$ cat src/rtl/bit_serial_subtractor_module.sv
`default_nettype none
// ============================================================================
// Module      : bit_serial_subtractor_module
// Description : Multi-cycle a - b - bin unit. One bit per clock, LSB first,
//               through a single full-subtractor cell. Start/busy/done
//               handshake; result registers hold between operations.
// Revision    : 1.0 - initial release
// ----------------------------------------------------------------------------
// Parameters
//   WIDTH  operand/result width in bits (>= 2)
// Ports
//   clk    in   1      rising-edge clock
//   rst_n  in   1      synchronous reset, active-low
//   start  in   1      request, sampled only while idle
//   a      in   WIDTH  minuend, captured on accepted start
//   b      in   WIDTH  subtrahend, captured on accepted start
//   bin    in   1      borrow-in, captured on accepted start
//   busy   out  1      high during the WIDTH shift cycles
//   done   out  1      one-cycle pulse after the result registers update
//   diff   out  WIDTH  a - b - bin modulo 2^WIDTH
//   bout   out  1      borrow-out (unsigned a < b + bin)
//   ovf    out  1      signed two's-complement overflow
// ============================================================================
module bit_serial_subtractor_module #(
  parameter int WIDTH = 4
) (
  input  logic             clk,
  input  logic             rst_n,
  input  logic             start,
  input  logic [WIDTH-1:0] a,
  input  logic [WIDTH-1:0] b,
  input  logic             bin,
  output logic             busy,
  output logic             done,
  output logic [WIDTH-1:0] diff,
  output logic             bout,
  output logic             ovf
);

  localparam int CNT_W = $clog2(WIDTH + 1);
  localparam logic [CNT_W-1:0] c_last_count = CNT_W'(WIDTH - 1);

  typedef enum logic [1:0] {
    S_IDLE  = 2'd0,
    S_SHIFT = 2'd1,
    S_DONE  = 2'd2
  } state_t;

  state_t           r_state;
  state_t           w_state_next;
  logic             w_busy;
  logic             w_done;

  // Operand shift registers (consumed from the LSB end) and the partial
  // result, which fills from the MSB end so it is aligned after WIDTH shifts.
  logic [WIDTH-1:0] r_a_sh;
  logic [WIDTH-1:0] r_b_sh;
  logic [WIDTH-1:0] r_part;
  logic             r_borrow;
  logic [CNT_W-1:0] r_count;

  // Operand sign bits are shifted out of the operand registers during the
  // operation, so they are kept separately for the overflow decision.
  logic             r_a_msb;
  logic             r_b_msb;

  logic [WIDTH-1:0] r_diff;
  logic             r_bout;
  logic             r_ovf;

  // Full-subtractor cell
  logic             w_a0;
  logic             w_b0;
  logic             w_d;
  logic             w_br_next;
  logic [WIDTH-1:0] w_part_next;
  logic             w_last;

  assign w_a0        = r_a_sh[0];
  assign w_b0        = r_b_sh[0];
  assign w_d         = w_a0 ^ w_b0 ^ r_borrow;
  assign w_br_next   = (~w_a0 & w_b0) | (~(w_a0 ^ w_b0) & r_borrow);
  assign w_part_next = {w_d, r_part[WIDTH-1:1]};
  assign w_last      = (r_count == c_last_count);

  // --------------------------------------------------------------------------
  // FSM state register
  // --------------------------------------------------------------------------
  always_ff @(posedge clk) begin
    if (!rst_n) begin
      r_state <= S_IDLE;
    end else begin
      r_state <= w_state_next;
    end
  end

  // --------------------------------------------------------------------------
  // FSM next-state and handshake outputs
  // --------------------------------------------------------------------------
  always_comb begin
    w_state_next = r_state;
    w_busy       = 1'b0;
    w_done       = 1'b0;
    case (r_state)
      S_IDLE: begin
        if (start) begin
          w_state_next = S_SHIFT;
        end
      end
      S_SHIFT: begin
        w_busy = 1'b1;
        if (w_last) begin
          w_state_next = S_DONE;
        end
      end
      S_DONE: begin
        w_done       = 1'b1;
        w_state_next = S_IDLE;
      end
      default: begin
        w_state_next = S_IDLE;
      end
    endcase
  end

  assign busy = w_busy;
  assign done = w_done;

  // --------------------------------------------------------------------------
  // Datapath
  // --------------------------------------------------------------------------
  always_ff @(posedge clk) begin
    if (!rst_n) begin
      r_a_sh   <= '0;
      r_b_sh   <= '0;
      r_part   <= '0;
      r_borrow <= 1'b0;
      r_count  <= '0;
      r_a_msb  <= 1'b0;
      r_b_msb  <= 1'b0;
      r_diff   <= '0;
      r_bout   <= 1'b0;
      r_ovf    <= 1'b0;
    end else begin
      case (r_state)
        S_IDLE: begin
          if (start) begin
            r_a_sh   <= a;
            r_b_sh   <= b;
            r_part   <= '0;
            r_borrow <= bin;
            r_count  <= '0;
            r_a_msb  <= a[WIDTH-1];
            r_b_msb  <= b[WIDTH-1];
          end
        end
        S_SHIFT: begin
          r_a_sh   <= {1'b0, r_a_sh[WIDTH-1:1]};
          r_b_sh   <= {1'b0, r_b_sh[WIDTH-1:1]};
          r_part   <= w_part_next;
          r_borrow <= w_br_next;
          r_count  <= r_count + 1'b1;
          if (w_last) begin
            // The bit computed on this final edge is the result sign bit.
            r_diff <= w_part_next;
            r_bout <= w_br_next;
            r_ovf  <= (r_a_msb != r_b_msb) && (w_d != r_a_msb);
          end
        end
        default: begin
        end
      endcase
    end
  end

  assign diff = r_diff;
  assign bout = r_bout;
  assign ovf  = r_ovf;

endmodule
`default_nettype wire

$ cat config.mk
export PLATFORM = sky130hd
export DESIGN_NAME = bit_serial_subtractor_module
export DESIGN_NICKNAME = d
export VERILOG_FILES = /design/src/rtl/bit_serial_subtractor_module.sv
export SDC_FILE = /design/constraint.sdc
export NUM_CORES = 1
export LEC_CHECK = 0
export CORE_MARGIN = 2
export CORE_UTILIZATION = 55
export CTS_BUF_LIST = sky130_fd_sc_hd__clkbuf_4 sky130_fd_sc_hd__clkbuf_8
export DETAILED_ROUTE_END_ITERATION = 10
export GPL_ROUTABILITY_DRIVEN = 0
export PLACE_DENSITY = 0.8
export SYNTH_ARGS = -nofsm -noshare
export SYNTH_HDL_FRONTEND = slang
export SYNTH_SLANG_ARGS = --single-unit
$ cat constraint.sdc
create_clock -name clk -period 3.99 [get_ports clk]
set_clock_uncertainty 0.2 [all_clocks]
set_input_delay 0.399 -clock clk [delete_from_list [all_inputs] [get_ports clk]]
set_output_delay 0.399 -clock clk [all_outputs]
set_load 0.01 [all_outputs]
==> results.yml <==
outcome:
  status: "complete, no violations"
final_layout:
  final_cells: 150
  antenna_cells: 0
  drive_gt1_share_pct: 13.0
  final_nets: 139
  fillCellCount: 167
  utilization_pct: 68.2
  area_delta_synth_final_pct: 19.4
critical_path:
  ff2ff_path_depth: 3
  path_class: "flop to primary output"
  critPathCapture: "busy"
  reg2reg_to: "bout$_SDFFE_PN0P_"
  critPathRequiredTime_ps: 3390
  worst_ep_arrival_time_ps: 2130
  startpoint: "r_state[0]$_SDFFE_PN0P_"
  cp-start-kind: "flop"
  critPathMaxFanout: 15
  end_kind: "primary output"
  reg2reg_setup_slack_ps: 2140
  reg2reg_from: "r_state[0]$_SDFFE_PN0P_"
timing:
  worst_slew_pin_slew_ps: 830
  min_period_ps: 2720
  worst_slew_margin_rel_pct: 44.6
  finalHoldViolations: 0
  rsz0062_at_grt: "false"
  worst_slack_ps: 1270
  setup_tns_ps: 0
  finalCritPeriodShare_pct: 68.3
  drv_slew: 0
  setup_viol_count_final: 0
  fmaxAchievable_mhz: 367
min_path:
  hp-class: "flop to flop"
route:
  wire_per_inst_um: 13.0
  drc_errors: 0
  drt_pass1_iterations: 4
  routed-via-count: 818
  via_per_inst: 5.45
  totalWireLength_mm: 1.95
  drt_iter0_drc: 23
  antenna_left: 0
placement:
  dpl_worst_slack_ps: 1630
  placedCellCount: 146
  portBuffers: 19
  place_hpwl_mm: 1.35
yosys:
  synth.largest_area_cell: "dfxtp_1"
  syn_avg_cell_area_um2: 10.2
  synth_top_area_share_pct: 46.1
  netlist_instances: 106
  ys.flop_type: "dfxtp_1"
  synth_area_um2: 1090
  yosysSeqAreaShare_pct: 46.1
  yosysMostFrequentCell: "dfxtp_1"
  yosysUniqueCellTypes: 25
  synth_area_leaders: "dfxtp_1 46%, mux2i_1 8.3%, a211oi_2 8.1%, nor2_1 6.6%, a22oi_1 4.8%"
  synth-seq-cells: 25
  synth_fp_nets: 121
  synth_enable_flop_cells: 0
  ys_warn_count: 0
  synth_common_cells: "25 x dfxtp_1, 19 x nor2_1, 9 x mux2i_1"
  ys_async_sr_fraction_pct: 0
clock_tree:
  clk_latency_ps: 310
  clk_pin_slew_ps: 130
  cts_setup_buffers: 0
  cts_buffer_depth: 2
  root_buffer: "clkbuf_4"
  cts_tree: "done"
  htree_levels: 1
  cts_buffers: 3
  cts_sinks: 25
  post_cts_resized: 0
  holdBufCountCts: 0
power_and_ir_drop:
  p_leak_nw: 0.491
  power.share.switching_pct: 25.9
  p_int_w: 0.000334
  power.net_switching_w: 0.000117
  power.share.clock_pct: 24.3
  p_per_area_nw_per_um2: 348
  irDropWorstVdd_mv: 0.244
  p_seq_share_pct: 60.5
  power_frac_comb_pct: 15.2
grt:
  grt_max_degree: 25
  track_usage_pct: 18.4
  grt_antenna_before_repair: 0
  grt_pass1_vias: 737
  grt_first_pass_wirelength_mm: 3.38
  grt_overflow: 0
floorplanning:
  fp.coreArea_um2: 1900
  die_x_um: 48.4
  dieHeight_um: 48.4
  start_util_pct: 57.1
  rows: 16
  ios: 20
  die_area_um2: 2350
job:
  maxCapViolCount: 0
[through the flow]
stage / hold WS, ps / power, W / instance area, µm²
finish: 269 / 0.000451 / 1300
detailed placement: 252 / 0.000347 / 1270
CTS: 270 / 0.000455 / 1300
global route: 291 / 0.000472 / 1300
floorplan: 243 / 0.000326 / 1090
global placement: 244 / 0.000344 / 1270
[worst max-delay path: stages, from the launching register on]
cell	delay [ps]
dfxtp_1	780
nor2b_4	430
clkdlybuf4s50_1	600
[registers in the layout (all words and copies together) (netlist names)]
signal,flops
r_part,3
r_state,2
ovf,1
r_a_sh,4
r_count,3
bout,1
diff,4
r_borrow,1
r_b_msb,1
r_a_msb,1
r_b_sh,4
[cell type report]
cell class	count	area, µm²	area share (%)
multi-input combinational	70	526	40.5
clock inverter	1	5.00	0.386
sequential	25	500	38.6
clock buffer	3	22.5	1.74
timing repair buffer	19	190	14.7
inverter	5	18.8	1.45
tap	27	33.8	2.61
[logic make-up after synthesis]
| group | after synthesis | share of synthesized area, % |
|---|---|---|
| flip-flops | 25 | 46.1 |
| AO/OA/AOI/OAI | 27 | 21.9 |
| multiplexers | 9 | 8.30 |
| AND/OR/NAND/NOR | 31 | 14.1 |
| buffers and inverters | 11 | 5.53 |
| adder cells (fa/ha/maj) | 3 | 4.15 |
[metal layers]
layer	vias to the layer above	share of wire, %	global-route usage [%]
met1	398	50	23.6
met2	7	47	30.1
met5	-	0	0
li1	411	-	-
met3	2	2.6	4.32
met4	0	0.67	7.14
[worst min-delay path by stage]
stage	endpoint	from	slack, ps	cells past startpoint
finish	diff[2]$_SDFFE_PN0P_	diff[2]$_SDFFE_PN0P_	270	2
global route	diff[0]$_SDFFE_PN0P_	diff[0]$_SDFFE_PN0P_	290	2
CTS	diff[2]$_SDFFE_PN0P_	diff[2]$_SDFFE_PN0P_	270	2
detailed placement	diff[2]$_SDFFE_PN0P_	diff[2]$_SDFFE_PN0P_	250	2
global placement	diff[1]$_SDFFE_PN0P_	diff[1]$_SDFFE_PN0P_	240	2
floorplan	diff[0]$_SDFFE_PN0P_	r_part[1]$_SDFFE_PN0P_	240	2
[cells in the final DEF (no fill, tap or decap)]
master | netlist | final
clkdlybuf4s50_1 | 0 | 19
nor2_1 | 19 | 19
a311oi_1 | 1 | 1
o21bai_2 | 1 | 1
nand3_1 | 3 | 3
ha_1 | 2 | 2
a21oi_1 | 7 | 7
inv_1 | 5 | 5
nand2_1 | 3 | 3
dfxtp_1 | 25 | 25
o221a_2 | 1 | 1
fa_1 | 1 | 1
a211oi_1 | 2 | 2
mux2i_1 | 9 | 9
nor3b_1 | 1 | 1
clkbuf_4 | 0 | 3
a22oi_1 | 7 | 7
nor3b_2 | 1 | 1
nand3b_1 | 2 | 2
a211oi_2 | 7 | 7
clkinv_2 | 0 | 1
nor2b_1 | 1 | 1
o21ba_4 | 1 | 1
nor2b_4 | 1 | 1
[power by group through the flow]
stage          Combinational, W  Clock, W  Sequential [W]
2_1_floorplan         0.0000519         0        0.000274
3_3_place_gp          0.0000665         0        0.000278
3_5_place_dp          0.0000682         0        0.000279
4_1_cts               0.0000685  0.000114        0.000273
5_1_grt               0.0000754  0.000122        0.000275
6_report              0.0000688  0.000109        0.000273
(Power assumes the default switching activity.)
